`src/rtl/ncl_sync_fifo_bridge.sv`:
```
// Dual-rail NCL input stage that samples tokens into the clk domain and queues the decoded
// words in a small FIFO with a single-rail valid/ready output and 4-phase DATA/NULL backpressure.
module ncl_sync_fifo_bridge #(
  parameter int WIDTH       = 8,
  parameter int DEPTH       = 4,
  parameter int SYNC_STAGES = 2
) (
  input  logic                     clk,
  input  logic                     rst_n,
  input  logic [WIDTH-1:0]         in_t,
  input  logic [WIDTH-1:0]         in_f,
  output logic                     in_ack,
  output logic [WIDTH-1:0]         out_data,
  output logic                     out_valid,
  input  logic                     out_ready,
  output logic [$clog2(DEPTH):0]   level,
  output logic                     err
);

  localparam int AW = $clog2(DEPTH);
  localparam int LW = AW + 1;

  typedef enum logic {
    WAIT_DATA = 1'b0,
    WAIT_NULL = 1'b1
  } state_e;

  logic [WIDTH-1:0] sync_t_q [SYNC_STAGES];
  logic [WIDTH-1:0] sync_f_q [SYNC_STAGES];
  logic [WIDTH-1:0] prev_t_q, prev_f_q;
  logic [WIDTH-1:0] s_t, s_f;
  logic             stable, illegal, cdata, cnull;

  state_e           state_q, state_d;
  logic             push, pop, full;
  logic [WIDTH-1:0] mem_q [DEPTH];
  logic [AW-1:0]    wr_ptr_q, rd_ptr_q;
  logic [LW-1:0]    level_q, level_d;
  logic             out_valid_q, out_valid_d;
  logic             err_q;

  always_ff @(posedge clk or negedge rst_n) begin
    if (!rst_n) begin
      for (int i = 0; i < SYNC_STAGES; i++) begin
        sync_t_q[i] <= '0;
        sync_f_q[i] <= '0;
      end
      prev_t_q <= '0;
      prev_f_q <= '0;
    end else begin
      sync_t_q[0] <= in_t;
      sync_f_q[0] <= in_f;
      for (int i = 1; i < SYNC_STAGES; i++) begin
        sync_t_q[i] <= sync_t_q[i-1];
        sync_f_q[i] <= sync_f_q[i-1];
      end
      prev_t_q <= sync_t_q[SYNC_STAGES-1];
      prev_f_q <= sync_f_q[SYNC_STAGES-1];
    end
  end

  assign s_t = sync_t_q[SYNC_STAGES-1];
  assign s_f = sync_f_q[SYNC_STAGES-1];

  // A sample is only trusted once two consecutive synchronised values agree.
  assign stable  = (s_t == prev_t_q) && (s_f == prev_f_q);
  assign illegal = |(s_t & s_f);
  assign cdata   = &(s_t ^ s_f);
  assign cnull   = ~|(s_t | s_f);

  assign full = (level_q == LW'(DEPTH));
  assign pop  = out_valid_q & out_ready;

  always_comb begin
    state_d = state_q;
    push    = 1'b0;
    case (state_q)
      WAIT_DATA: begin
        if (stable && cdata && !full) begin
          push    = 1'b1;
          state_d = WAIT_NULL;
        end
      end
      WAIT_NULL: begin
        if (stable && cnull) state_d = WAIT_DATA;
      end
      default: state_d = WAIT_DATA;
    endcase
  end

  always_comb begin
    level_d = level_q;
    case ({push, pop})
      2'b10:   level_d = level_q + LW'(1);
      2'b01:   level_d = level_q - LW'(1);
      default: level_d = level_q;
    endcase
  end

  // Words pushed on this edge become visible one edge later; popped words disappear at once.
  assign out_valid_d = ((level_q - LW'(pop)) != '0);

  always_ff @(posedge clk or negedge rst_n) begin
    if (!rst_n) begin
      state_q     <= WAIT_DATA;
      wr_ptr_q    <= '0;
      rd_ptr_q    <= '0;
      level_q     <= '0;
      out_valid_q <= 1'b0;
      err_q       <= 1'b0;
    end else begin
      state_q     <= state_d;
      level_q     <= level_d;
      out_valid_q <= out_valid_d;
      err_q       <= err_q | (stable & illegal);
      if (push) wr_ptr_q <= wr_ptr_q + AW'(1);
      if (pop)  rd_ptr_q <= rd_ptr_q + AW'(1);
    end
  end

  always_ff @(posedge clk or negedge rst_n) begin
    if (!rst_n) begin
      for (int i = 0; i < DEPTH; i++) mem_q[i] <= '0;
    end else if (push) begin
      mem_q[wr_ptr_q] <= s_t;
    end
  end

  assign in_ack    = (state_q == WAIT_NULL);
  assign out_data  = mem_q[rd_ptr_q];
  assign out_valid = out_valid_q;
  assign level     = level_q;
  assign err       = err_q;

endmodule

```
`config.mk`:
```
export PLATFORM = sky130hd
export DESIGN_NAME = ncl_sync_fifo_bridge
export DESIGN_NICKNAME = d
export VERILOG_FILES = /design/src/rtl/ncl_sync_fifo_bridge.sv
export SDC_FILE = /design/constraint.sdc
export NUM_CORES = 1
export LEC_CHECK = 0
export ABC_CLOCK_PERIOD_IN_PS = 5400
export CORE_ASPECT_RATIO = 0.8
export CORE_UTILIZATION = 40
export DETAILED_ROUTE_END_ITERATION = 12
export GPL_ROUTABILITY_DRIVEN = 0
export GPL_TIMING_DRIVEN = 0
export PLACE_DENSITY = 0.69
export RECOVER_POWER = 25
export SETUP_SLACK_MARGIN = 0.2
export SLEW_MARGIN = 20
export SYNTH_ARGS = -nofsm -noshare
export SYNTH_HDL_FRONTEND = slang
export SYNTH_SLANG_ARGS = --single-unit
```
`constraint.sdc`:
```
create_clock -name clk -period 5.4 [get_ports clk]
set_clock_uncertainty 0.2 [all_clocks]
set_input_delay 1.35 -clock clk [delete_from_list [all_inputs] [get_ports clk]]
set_output_delay 1.35 -clock clk [all_outputs]
set_load 0.02 [all_outputs]
```
# [Word level (Yosys, flattened, before mapping)]
# Cells that the tools add are included.
[word_totals] inputBits=19 wordCells=61 reg_bits=90
[op_classes] magnitude_cmp=3 n_eq_ne=5 add_sub_neg=5 n_reduce_logical=12 n_bitwise=9 muxes=11
[op_table] operator="bitwise mux 32 bit" n=1
[op_table] operator="two-way mux 8 bit" n=3
[op_table] operator="binary-select mux 8 bit (select 2 bit)" n=1
[op_table] operator="demux 8 bit (select 2 bit)" n=1
[op_table] operator="equality test 8 bit" n=2
[op_table] operator="OR reduction 8 bit" n=2
[op_table] operator="AND 8 bit" n=1
[op_table] operator="OR 8 bit" n=1
[op_table] operator="AND reduction 8 bit" n=1
[op_table] operator="XOR 8 bit" n=1
[op_table] operator="greater-or-equal comparator 3 bit (second input constant)" n=2
[op_table] operator="inverter 2 -> 3 bit" n=2
[op_table] operator="one-hot mux 3 bit (2 select lines)" n=1
[op_table] operator="logical AND 1 bit" n=5
[op_table] operator="adder 2 x 1 -> 2 bit (second input constant)" n=2
[op_table] operator="adder 3 x 1 -> 3 bit (second input constant)" n=1
[op_table] operator="equality test 3 bit (second input constant)" n=1
[op_table] operator="< comparator 3 x 1 -> 1 bit (second input constant)" n=1
[op_table] operator="two-way mux 1 bit" n=3
[op_table] operator="nonzero test 3 bit" n=1
[op_table] operator="subtractor 3 x 1 -> 3 bit" n=1
[op_table] operator="subtractor 3 x 1 -> 3 bit (second input constant)" n=1
[op_table] operator="AND 1 bit" n=2
[op_table] operator="equality test 2 x 1 -> 1 bit (second input constant)" n=1
[op_table] operator="6 further kinds" n=7

# [Longest topological paths before layout]
# Gate-level depths: netlist of the first run.
[logic_depth] depth_word=8 mapped_depth=14

# [Least setup slack after synthesis of the first run]
# OpenSTA, ideal clock, no wires.
[synth_path] path_kind="register to output" startpoint="register rd_ptr_q[0]" endpoint="output out_data[0]" arrival_ns=1.429 setup_slack_ns=2.421 path_stages_with_launch=3 cell_sequence="dfrtp_1 > clkbuf_1 > mux4_2"
[synth_via] elab_chain_len=4
[synth_rtl] element="start, declared" line_no="37" text="logic [AW-1:0] wr_ptr_q, rd_ptr_q;"
[synth_rtl] element="start signal, assigned" line_no="117" text="if (pop) rd_ptr_q <= rd_ptr_q + AW'(1);"
[synth_rtl] element="inverter 2 -> 3 bit (implied by the code)" line_no="130" text="assign out_data = mem_q[rd_ptr_q];"
[synth_rtl] element="binary-select mux 8 bit (select 2 bit)" line_no="130"
[synth_rtl] element="two-way mux 8 bit (implied by the code) (2 in a row)" line_no="130"
[synth_rtl] element="end, declared" line_no="13" text="output logic [WIDTH-1:0] out_data,"
# No other way between the ends. The select of a mux whose other input is x is not followed.

# [Worst setup path after layout of the first run]
[layout_path] startpoint="register rd_ptr_q[0]" endpoint="output out_data[2]"
# The elaborated chain is that of the path after synthesis.

==> impl_results.md, run 1 <==
- FP Rows: 30
- Part of the cycle the worst path needs: 0.746
- Nature of the critical path startpoint: register
- Final instance area: 4260 µm²
- Starting Density: 0.418
- Via density: 4.77
- Fmax: between 200 and 250 MHz
- Dpl ws: 1.67 ns
- Fin crit period: 4.03 ns
- P_leak: 2.00 nW
- Layout fillers: ~780
- Yosys cell types: 23
- I/O pins: 33
- Asr flop ratio synth: 1.00
- Worst slew pin tran: 1.84 ns
- Synth warn: 0
- Final hold vios: 0
- Die area: around 9400 µm²
- Ant diodes: 0
- Critical path's largest stage delay: 0.63 ns
- Avg WL per Cell: 14.9 µm
- Top cell type by total area after synthesis: dfrtp_1
- Share of cells above drive strength 1: 0.228
- CP cell instances: clkbuf_1 -> mux4_2 -> clkdlybuf4s50_1
- CTS Buf Count: 9
- MaxCap Viol Count: 1
- HPWL after DPL: ~4.2 mm
- Hold-fix buffers at CTS: 0
- Hold Path Class: reg -> reg
- TritonCTS Sinks: 90
- Core Region: 8600 µm²
- Count leader, synth: dfrtp_1
- Slew Limit Fails: 33
- Clock Tree Buf Depth: 2
- Mean Syn Cell Area: 15.5 µm²
- Buf/Inv on CP: 2
- Post-DP Area: 4080 µm²
- Clk slew on worst S/H paths: 0.08 ns
- Mapped cell area: 3590 µm²
- Largest delay share family, worst path: buffers and inverters
- Final WS setup: between 1 and 1.5 ns
- Seq cells post-synth: 90
- H-tree lvl count: 3
- Net count of the mapped netlist: 274
- Kind of critical path: reg -> out
- Worst Path Arrival: about 2.5 ns
- Routed wire length: 5.85 mm
- CTS resizes: 0
- Max FO, Critical Path: 10
- Area added between synthesis and finish: 18.6%
- Status: finished, violations left
- Critical Path Slowest Stage Cell: clkbuf_1
- Count of input and output buffers: 32
- Power density over cell area: 325 nW/µm²
- Final net count: 318
- Setup Fix Bufs, Post-CTS: 0
- Initial DRC count: 29
- Post-synth EDFFs: 0
- Sequential element share of the synthesized area: 0.627
- Peak supply drop: 0.186 mV
- Total number of vias: 1875
- Clk Tree Root Cell: clkbuf_8
- CTS tree: built
- Endpoints failing setup: 0
- RSZ-0062 raised after global routing: false
- Critical Path RT: 3.85 ns
- Top cells by area, synth: dfrtp_1 63%, mux2_2 10%, ha_1 7.7%
- Synth Flop Type: dfrtp_1
- Largest net degree at the start of global routing: 59
- Worst slew margin relative to its limit: -0.224
- First-pass GRT wire length: 10.2 mm
- Die Y: 86.8 µm
- Die span in x: 108 µm
- Vias in the first global route: 2031
- GR Overflow Total: 0
- Crit end category: output pin
- Antenna Nets Post-Route: 0
- Post-Synthesis Cells: 232
- Top-area cell type share of the netlist area: 0.627
- Violated checks: max-capacitance violations, max-slew violations
- Drt pass-1 iters: 4
- Gr usage total: 0.148
- DRC Markers: 0
- Worst skew pair latency: 0.34 ns
- Synth top cells by count: 90 x dfrtp_1, 32 x mux2_2, 22 x ha_1, 22 x inv_1, 20 x xnor2_1
- Initial antenna violation count: 0
-- sequential cells by signal, summed over array words and instances, names as in the netlist --
name	count
mem_q	32
s_t	8
level	3
sync_f_q	8
sync_t_q	8
out_valid	1
in_ack	1
s_f	8
rd_ptr_q	2
err	1
prev_t_q	8
prev_f_q	8
wr_ptr_q	2
-- metal layers --
layer	vias to the layer above	wire length (µm)	GRT usage
li1	876	-	-
met5	-	0	0
met1	961	2700	0.189
met4	0	35	0.0411
met3	5	208	0.0481
met2	33	2900	0.244
-- metrics by stage --
step	instances	total power [mW]	TNS, ns	hold slack (ns)	util
floorplan	232	0.893	0	0.131	-
global placement	376	0.976	-27.17	0.132	0.472
detailed placement	377	0.991	0	0.136	0.475
CTS	393	1.41	0	0.157	0.496
global route	393	1.47	0	0.162	0.496
finish	393	1.39	0	0.154	0.496
-- worst register-to-register path: stages (launching register included) --
cell and delay [ns]:
dfrtp_1 0.56, inv_1 0.09, ha_1 0.28, nand3_1 0.10, a31oi_1 0.14, nor4bb_1 0.30, clkbuf_1 0.32, and2_2 0.26
inv_1 0.05, ha_1 0.23, inv_1 0.07, fa_1 0.40, o21ai_0 0.16
-- path summary, 6_finish.rpt --
path	from	to	slack, ns	depth (start not counted)
min	sync_t_q[13]	s_t[5]	0.15	0
max in group asynchronous	rst_n	mem_q[22]	2.65	1
max reg2reg	s_t[0]	level[1]	2.15	12
min reg2reg	sync_t_q[13]	s_t[5]	0.15	0
min in group asynchronous	rst_n	mem_q[20]	1.29	1
max	rd_ptr_q[0]	out_data[2]	1.37	3
-- placed cells by master (no fill, tap or decap) --
cell type | synthesis | layout
buf_16 | 0 | 1
nand3_1 | 3 | 3
nor4_1 | 2 | 2
and2_1 | 1 | 1
inv_6 | 0 | 2
mux4_2 | 8 | 8
inv_1 | 22 | 22
clkinv_2 | 0 | 1
a21o_2 | 1 | 1
mux2_2 | 32 | 32
nor2_1 | 2 | 2
ha_1 | 22 | 22
nand2_1 | 4 | 4
nor4_4 | 1 | 1
clkbuf_1 | 3 | 4
a21o_1 | 1 | 1
clkinv_4 | 0 | 3
clkdlybuf4s50_1 | 0 | 31
clkbuf_8 | 0 | 10
nand3_2 | 4 | 4
xor2_1 | 3 | 3
fa_1 | 1 | 1
nor4bb_1 | 1 | 1
nand4_1 | 7 | 7
xnor2_1 | 20 | 20
and2_2 | 1 | 1
o21ai_0 | 2 | 2
a31oi_1 | 1 | 1
dfrtp_1 | 90 | 90
-- logic make-up (layout without fill, tap and decap cells) --
family	count (synthesis)	after routing	share of synthesized area
AO/OA/AOI/OAI	5	5	0.00905
multiplexers	40	40	0.150
flip-flops	90	90	0.627
buffers and inverters	25	74	0.0261
adder cells (fa/ha/maj)	23	23	0.0821
XOR/XNOR	23	23	0.0560
AND/OR/NAND/NOR	26	26	0.0498
-- report_power, final --
part	total (mW)	switching, mW	internal, mW
clock	0.417	0.232	0.185
combinational	0.224	0.118	0.105
sequential	0.745	0.0317	0.714
-- layout make-up --
cell class                      count  area, µm²  area share
Sequential cell                    90       2250       0.528
Multi-Input combinational cell    117       1250       0.293
Timing Repair Buffer               33        342      0.0801
Tap cell                          112        140      0.0329
Clock buffer                       10        138      0.0323
Inverter                           22       82.6      0.0194
Clock inverter                      6       48.8      0.0114
Buffer                              3       11.3     0.00264
Power figures use the tool's default switching activity.
==> run 2: changes to the inputs <==
- ABC_CLOCK_PERIOD_IN_PS: 5400 -> 3900
- clock period: 5.4 -> 3.9 ns (I/O delays scaled with it)
==> impl_results.md, run 2 (synthesis results as in run 1) <==
- Worst slew margin relative to its limit: -0.211 (was -0.224)
- Die area: 9370 µm² (unchanged)
- Ant diodes: 0 (unchanged)
- MaxCap Viol Count: 1 (unchanged)
- Setup TNS: 0 ns (unchanged)
- Drt pass-1 iters: 4 (unchanged)
- H-tree lvl count: 3 (unchanged)
- Initial antenna violation count: 0 (unchanged)
- Clk Tree Root Cell: clkbuf_8 (unchanged)
- Part of the cycle the worst path needs: 0.852
- Int Power: 1.39 mW (was 1.00 mW)
- Gr usage total: 0.148 (unchanged)
- Total chip power: 1.92 mW (was 1.39 mW)
- Share of cells above drive strength 1: 0.231 (was 0.228)
- Routed wire length: 5.85 mm (about the same)
- Clk slew on worst S/H paths: 0.08 ns (about the same)
- First-pass GRT wire length: 10.2 mm (about the same)
- Starting Density: 0.418 (unchanged)
- RSZ-0062 raised after global routing: false (unchanged)
- Via density: 4.78 (was 4.77)
- P_leak: 2.01 nW (was 2.00 nW)
- Min-Delay Path Depth: 0 (unchanged)
- Worst slew pin tran: 1.82 ns (was 1.84 ns)
- Max reg flops: 32 (unchanged)
- Sw Share: 0.277 (was 0.276)
- Max FO, Critical Path: 10 (unchanged)
- Min-delay src: sync_t_q[13] (unchanged)
- Fin crit period: 3.32 ns
- Count of input and output buffers: 32 (unchanged)
- Power density over cell area: 451 nW/µm² (was 325 nW/µm²)
- I/O pins: 33 (unchanged)
- Commonest non-fill, non-tap cells in the layout: 90 x dfrtp_1, 32 x mux2_2, 31 x clkdlybuf4s50_1 (unchanged)
- CTS Buf Count: 9 (unchanged)
- Die Y: 86.8 µm (unchanged)
- Final net count: 318 (unchanged)
- Core Region: 8600 µm² (unchanged)
- Hold-fix buffers at CTS: 0 (unchanged)
- Violated checks: max-capacitance violations, max-slew violations (unchanged)
- Fmax: between 300 and 400 MHz
- Reg-to-reg slack, setup: 0.66 ns (was 2.15 ns)
- Worst skew pair latency: 0.35 ns (was 0.34 ns)
- GR Overflow Total: 0 (unchanged)
- CTS tree: built (unchanged)
- Most flop-heavy register: mem_q (unchanged)
- TritonCTS Sinks: 90 (unchanged)
- Worst Path Arrival: 2.15 ns (was 2.48 ns)
- Dpl ws: 0.548 ns (was 1.67 ns)
- Antenna Nets Post-Route: 0 (unchanged)
- Crit end category: output pin (unchanged)
- Kind of critical path: reg -> out (unchanged)
- Switch Pwr: 0.532 mW (was 0.383 mW)
- Critical Path RT: 2.72 ns (was 3.85 ns)
- R2R Path Start: s_t[0] (unchanged)
- WHS Endpoint: s_t[5] (unchanged)
- DRC Markers: 0 (unchanged)
- Area added between synthesis and finish: 18.6% (about the same)
- Avg WL per Cell: 14.9 µm (about the same)
- HPWL after DPL: 4.17 mm (unchanged)
- FP Rows: 30 (unchanged)
- Vias in the first global route: 2031 (unchanged)
- Slew Limit Fails: 33 (unchanged)
- Nature of the critical path startpoint: register (unchanged)
- Final WS setup: 0.577 ns (was 1.37 ns)
- Worst R2R Path Depth: 12 (unchanged)
- Hold Path Class: reg -> reg (unchanged)
- Commonest non-fill, non-tap cell in the layout: dfrtp_1 (unchanged)
- Combinational share of power: 0.162 (was 0.161)
- Status: finished, violations left (unchanged)
- Largest net degree at the start of global routing: 59 (unchanged)
- Initial DRC count: 31 (was 29)
- Die span in x: 108 µm (unchanged)
- Endpoints failing setup: 0 (unchanged)
- Sequential Power Share: 0.537 (was 0.538)
- R2r endpoint: level[1] (unchanged)
- Clock Tree Buf Depth: 2 (unchanged)
- Peak supply drop: 0.258 mV (was 0.186 mV)
- Clock group share of total power: 0.301 (about the same)
- Final hold vios: 0 (unchanged)
- Total number of vias: 1880 (was 1875)
-- run 2: changes by cell type in the layout (fill, tap and decap cells not counted) --
cell	before	now
clkbuf_2	0	1
clkbuf_1	4	3
-- run 2: repair_timing --
action / CTS / global route
setup endpoints to repair: 3 / 0
resized for setup: 1 / 0
setup buffers: 0 / 0
-- run 2: cell type report --
cell class | instances | area, µm²
Buffer | 3 | 12.5
Clock buffer | 10 | 138
Clock inverter | 6 | 48.8
Fill cell | 778 | 4330
Inverter | 22 | 82.6
Multi-Input combinational cell | 117 | 1250
Sequential cell | 90 | 2250
Tap cell | 112 | 140
Timing Repair Buffer | 33 | 342
-- run 2: per-stage QoR --
stage,util,hold slack (ns),cells,cell area [µm²]
2_1_floorplan,-,0.131,232,3590
3_3_place_gp,0.472,0.132,376,4060
3_5_place_dp,0.475,0.136,377,4080
4_1_cts,0.497,0.157,393,4270
5_1_grt,0.496,0.162,393,4260
6_report,0.496,0.154,393,4260
-- run 2: how the worst max path moves through the flow --
stage	start	to	slack, ns
2_1_floorplan	s_t[3]	level[2]	1.09
3_3_place_gp	rst_n	sync_f_q[11]	-1.43
3_5_place_dp	rd_ptr_q[0]	out_data[2]	0.55
4_1_cts	rd_ptr_q[0]	out_data[2]	0.52
5_1_grt	s_t[0]	level[2]	0.36
6_report	rd_ptr_q[0]	out_data[2]	0.58
-- run 2: power groups by stage --
stage	combinational (mW)	clock (mW)	sequential, mW
floorplan	0.174	0	1.06
global placement	0.302	0	1.05
detailed placement	0.319	0	1.05
CTS	0.321	0.601	1.03
global route	0.346	0.654	1.04
finish	0.311	0.579	1.03
-- run 2: per-layer routing --
metal / track usage / wire, µm
met5: 0 / 0
met4: 0.0411 / 57
met3: 0.0481 / 211
met2: 0.244 / 2900
met1: 0.189 / 2680
-- run 2: worst max-delay path, stage by stage, from the launching register on --
cell and delay (ns):
dfrtp_1 0.33, clkbuf_2 0.34, mux4_2 0.58, clkdlybuf4s50_1 0.55
==> run 3: changes to the inputs <==
- RECOVER_POWER: 25 -> not set
==> impl_results.md, run 3 (synthesis results as in run 1) <==
- Status: finished, final reports clean (was finished, violations left)
- Max FO, Critical Path: 10 (unchanged)
- Vias in the first global route: 2031 (unchanged)
- Max reg flops: 32 (unchanged)
- Commonest non-fill, non-tap cells in the layout: 90 x dfrtp_1, 32 x mux2_2, 31 x clkdlybuf4s50_1 (unchanged)
- Layout Utilization: 0.497 (was 0.496)
- Clock Tree Buf Depth: 2 (unchanged)
- Initial DRC count: 31 (unchanged)
- Total chip power: 1.92 mW (about the same)
- I/O pins: 33 (unchanged)
- MaxCap Viol Count: 0 (was 1)
- FP Rows: 30 (unchanged)
- Starting Density: 0.418 (unchanged)
- Avg WL per Cell: 14.9 µm (about the same)
- Part of the cycle the worst path needs: 0.852 (unchanged)
- Critical Path Slowest Stage Cell: mux4_2 (unchanged)
- Share of cells above drive strength 1: 0.235 (was 0.231)
- Fin crit period: 3.32 ns (unchanged)
- Layout fillers: 777 (was 778)
- Critical path's largest stage delay: 0.58 ns (about the same)
- Nature of the critical path startpoint: register (unchanged)
- Largest net degree at the start of global routing: 59 (unchanged)
- Power density over cell area: 450 nW/µm² (was 451 nW/µm²)
- Core Region: 8600 µm² (unchanged)
- Most flop-heavy register: mem_q (unchanged)
- First-pass GRT wire length: 10.2 mm (unchanged)
- Via density: 4.78 (about the same)
- Min Hold Slack: 0.154 ns (unchanged)
- Total number of vias: 1879 (was 1880)
- Hold Path Class: reg -> reg (unchanged)
- H-tree lvl count: 3 (unchanged)
- Worst skew pair latency: 0.35 ns (about the same)
- Buf/Inv on CP: 2 (unchanged)
- Drt pass-1 iters: 4 (unchanged)
- HPWL after DPL: 4.17 mm (unchanged)
- Peak supply drop: 0.258 mV (about the same)
- Slew Limit Fails: 0 (was 33)
- Fmax: 301 MHz (unchanged)
- Endpoints failing setup: 0 (unchanged)
- Die Y: 86.8 µm (unchanged)
- Clk slew on worst S/H paths: 0.08 ns (about the same)
- Die span in x: 108 µm (unchanged)
- Clk Tree Root Cell: clkbuf_8 (unchanged)
- Gr usage total: 0.148 (unchanged)
- Worst Path Arrival: 2.15 ns (about the same)
- Initial antenna violation count: 0 (unchanged)
- Worst slew pin tran: 0.630 ns (was 1.82 ns)
- Largest delay share family, worst path: buffers and inverters (unchanged)
- Antenna Nets Post-Route: 0 (unchanged)
- Die area: 9370 µm² (unchanged)
- Setup TNS: 0 ns (unchanged)
- DRC Markers: 0 (unchanged)
- RSZ-0062 raised after global routing: false (unchanged)
- Worst slew margin relative to its limit: 0.580 (was -0.211)
- Critical Path RT: 2.72 ns (about the same)
- Area added between synthesis and finish: 18.7% (was 18.6%)
- Routed wire length: 5.85 mm (about the same)
- CTS Buf Count: 9 (unchanged)
- P_leak: 2.01 nW (about the same)
- TritonCTS Sinks: 90 (unchanged)
- Commonest non-fill, non-tap cell in the layout: dfrtp_1 (unchanged)
- CTS tree: built (unchanged)
- GR Overflow Total: 0 (unchanged)
- Ant diodes: 0 (unchanged)
- CP cell instances: clkbuf_2 -> mux4_2 -> clkdlybuf4s50_1 (unchanged)
- Kind of critical path: reg -> out (unchanged)
- Final net count: 318 (unchanged)
- Count of input and output buffers: 32 (unchanged)
- Crit end category: output pin (unchanged)
- Final hold vios: 0 (unchanged)
-- run 3: cell count changes in the layout (fill, tap and decap cells not counted), sizes merged --
cell	delta
clkbuf	-1
buf	+1
-- run 3: per-stage QoR --
stage | instance area [µm²] | worst slack, ns | cells
after global routing | 4270 | 0.360 | 393
after CTS | 4270 | 0.523 | 393
after global placement | 4060 | -1.43 | 376
final | 4270 | 0.577 | 393
after detailed placement | 4080 | 0.548 | 377
after floorplan | 3590 | 1.09 | 232
-- run 3: power by group --
part | switching (mW) | internal [mW]
Clock | 0.324 | 0.256
Combinational | 0.164 | 0.147
Sequential | 0.0439 | 0.988
Total | 0.532 | 1.39
-- run 3: path summary, 6_finish.rpt --
check | to | slack (ns) | depth (start not counted) | from
min in group asynchronous | mem_q[24] | 0.36 | 1 | rst_n
max in group asynchronous | prev_t_q[3] | 2.52 | 2 | rst_n
max reg2reg | level[1] | 0.66 | 12 | s_t[0]
max | out_data[2] | 0.58 | 3 | rd_ptr_q[0]
min | s_t[5] | 0.15 | 0 | sync_t_q[13]
min reg2reg | s_t[5] | 0.15 | 0 | sync_t_q[13]
-- run 3: worst register-to-register path, delay by kind of cell, from the launching register on --
family	cells	cell delay [ns]
AOI/OAI and AO/OA	2	0.30
adders and majority gates	3	0.91
buffers and inverters	4	0.54
DFF	1	0.56
and+or+nand+nor	3	0.66
-- run 3: final cells by class --
cell class / count / area (µm²) / share of cell area
sequential: 90 / 2250 / 0.528
multi-input combinational: 117 / 1250 / 0.293
timing repair buffer: 33 / 345 / 0.0809
tap: 112 / 140 / 0.0328
clock buffer: 10 / 138 / 0.0322
inverter: 22 / 82.6 / 0.0193
clock inverter: 6 / 48.8 / 0.0114
buffer: 3 / 12.5 / 0.00293
-- run 3: timing repair --
action                                  in CTS  in global routing
endpoints found under the setup margin       3                  0
setup buffers                                0                  0
hold buffers                                 0                  0
gates resized for setup                      1                  0
-- run 3: per-layer routing --
layer,vias to the layer above,share of wire,global-route usage
li1,878,-,-
met1,962,0.46,0.189
met2,31,0.50,0.244
met3,8,0.036,0.0481
met4,0,0.0097,0.0411
met5,-,0,0
==> edit (config.mk and constraints of run 2) <==
Reset style: synchronous (`rst_n`), changed in 3 clocked blocks.
--- a/src/rtl/ncl_sync_fifo_bridge.sv
+++ b/src/rtl/ncl_sync_fifo_bridge.sv
@@ -39,7 +39,7 @@
   logic             out_valid_q, out_valid_d;
   logic             err_q;
 
-  always_ff @(posedge clk or negedge rst_n) begin
+  always_ff @(posedge clk) begin
     if (!rst_n) begin
       for (int i = 0; i < SYNC_STAGES; i++) begin
         sync_t_q[i] <= '0;
@@ -100,7 +100,7 @@
   // Words pushed on this edge become visible one edge later; popped words disappear at once.
   assign out_valid_d = ((level_q - LW'(pop)) != '0);
 
-  always_ff @(posedge clk or negedge rst_n) begin
+  always_ff @(posedge clk) begin
     if (!rst_n) begin
       state_q     <= WAIT_DATA;
       wr_ptr_q    <= '0;
@@ -118,7 +118,7 @@
     end
   end
 
-  always_ff @(posedge clk or negedge rst_n) begin
+  always_ff @(posedge clk) begin
     if (!rst_n) begin
       for (int i = 0; i < DEPTH; i++) mem_q[i] <= '0;
     end else if (push) begin
Behaviour: differs if rst_n is asserted again (counterexample within 10 cycles, from zero or initial values and one cycle with rst_n low); with rst_n held inactive, the same outputs for 10 cycles.
==> edit against run 2 <==
Wire length increased by 20%; die area increased by 2.7%; non-clock buffer count increased by 9; design area rose by 4.6%; sequential cell count rose by 2; area after synthesis is 2.7% higher; worst setup slack improved by 0.0012 ns; synthesized cell count increased by 33%.
Power is not compared: it rests on default switching activity, and its combinational part moved more than twofold at a synthesized area within 25%.
==> edit: results (changes against run 2) <==
| Metric | Value |
|---|---|
| R2r startpoint | sync_t_q[0][12]$_SDFF_PN0_ |
| Min-Delay Path Depth | 1 (+1) |
| Detail Route met2 WL | 3115 um (+7.4%) |
| Met3 Resource Use GR | 4.390% (-0.42 points) |
| Total GRT Usage | 16.91% (+2.1 points) |
| Fin Hold WS | 0.2337 ns (+0.07989 ns) |
| Synth top area cells | dfxtp_1 33%, edfxtp_1 26%, ha_1 6.1%, and2_1 5.6%, mux4_2 4.9% |
| Post-synthesis sequential area ratio | 58.54% (-4.1 points) |
| Met3 routed WL | 288 um (+36%) |
| Pleak | 1.717 nW |
| Placed cells | 454 (+20%) |
| Post-CTS Setup Bufs | 0 (unchanged) |
| Post-synth EDFFs | 32 (+32) |
| WS Path Type | register to register |
| Multiplexer share of the synthesized area | 5.420% (-9.6 points) |
| Minimum clock period | 3.321 ns (-0.001234 ns) |
| Reg2reg setup slack | 0.58 ns (-0.08 ns) |
| Critical Path Slowest Stage Cell | nor4_2 |
| Post-Synth XOR/XNOR Area | 4.980% (-0.62 points) |
| Adder-Cell Fraction of Synth Area | 6.640% (-1.6 points) |
| Synth cell count leaders | 60 x dfxtp_1, 40 x nor2_1, 33 x and2_1, 32 x edfxtp_1, 26 x inv_1 |
| Metal1 wirelength | 3514 um (+31%) |
| Reg-to-reg critical path endpoint | level[2]$_SDFFE_PN0P_ |
| Clock Tree Root | clkbuf_16 |
| Family with the most delay on the worst path | simple AND/OR/NAND/NOR gates |
| Asr flop ratio synth | 0% (-100 points) |
| DR vias | 2,273 (+21%) |
| Clock Path Buffers | 2 (unchanged) |
| WHS Endpoint | sync_f_q[0][8]$_SDFF_PN0_ |
| Synth Net Count | 347 (+27%) |
| Place WS | 0.6140 ns (+0.06593 ns) |
| First-pass GRT wire length | 11,750 um (+15%) |
| Final cell count without fillers | 470 (+20%) |
| Worst hold start | sync_f_q[0][0]$_SDFF_PN0_ |
| Status | complete, no violations |
| Grt met2 use | 26.64% (+2.2 points) |
| CP max FO | 10 (unchanged) |
| DR WL/cell | 14.94 um (+0.43%) |
| DP Area | 4161 sq um (+2.0%) |
| HPWL Detailed | 5058 um (+21%) |
| Synth Area in Compound Gates | 1.524% (+0.62 points) |
| Nets@finish | 391 (+23%) |
| Met1 Track Usage GR | 22.57% (+3.7 points) |
| Avg Inst Size Synth | 11.95 sq um (-23%) |
| Fillers | 787 (+1.2%) |
| Largest net degree at the start of global routing | 18 (-69%) |
## edit: cell types whose count changed after synthesis, sizes merged, moves of 9 or more
cell	run 2	this run
dfrtp	90	0
nand2	4	18
edfxtp	0	32
dfxtp	0	60
and2	2	33
mux2	32	0
nor2	2	40
nor4	3	12
## edit: layout make-up
class	instances	area, sq um	share of cell area, %
clock buffers	9	225.2	5.049
clock inverters	7	72.57	1.627
well taps	112	140.1	3.142
multi-input cells	177	1373	30.77
repair buffers	33	327.8	7.349
flip-flops and latches	92	2162	48.47
inverters	28	105.1	2.356
plain buffers	12	55.05	1.234
## edit: cell families (layout without fill, tap and decap cells)
kind of cell               Yosys count  after routing
AOI/OAI and AO/OA                    9              9
adders and majority gates           19             19
and+or+nand+nor                    118            118
DFF                                 92             92
xor gates and xnor gates            21             21
buffers and inverters               40             89
muxes                               10             10
## edit: timing repair
action,CTS,global route
gates resized for setup,0,3
setup endpoints to repair,0,4
hold buffers,0,0
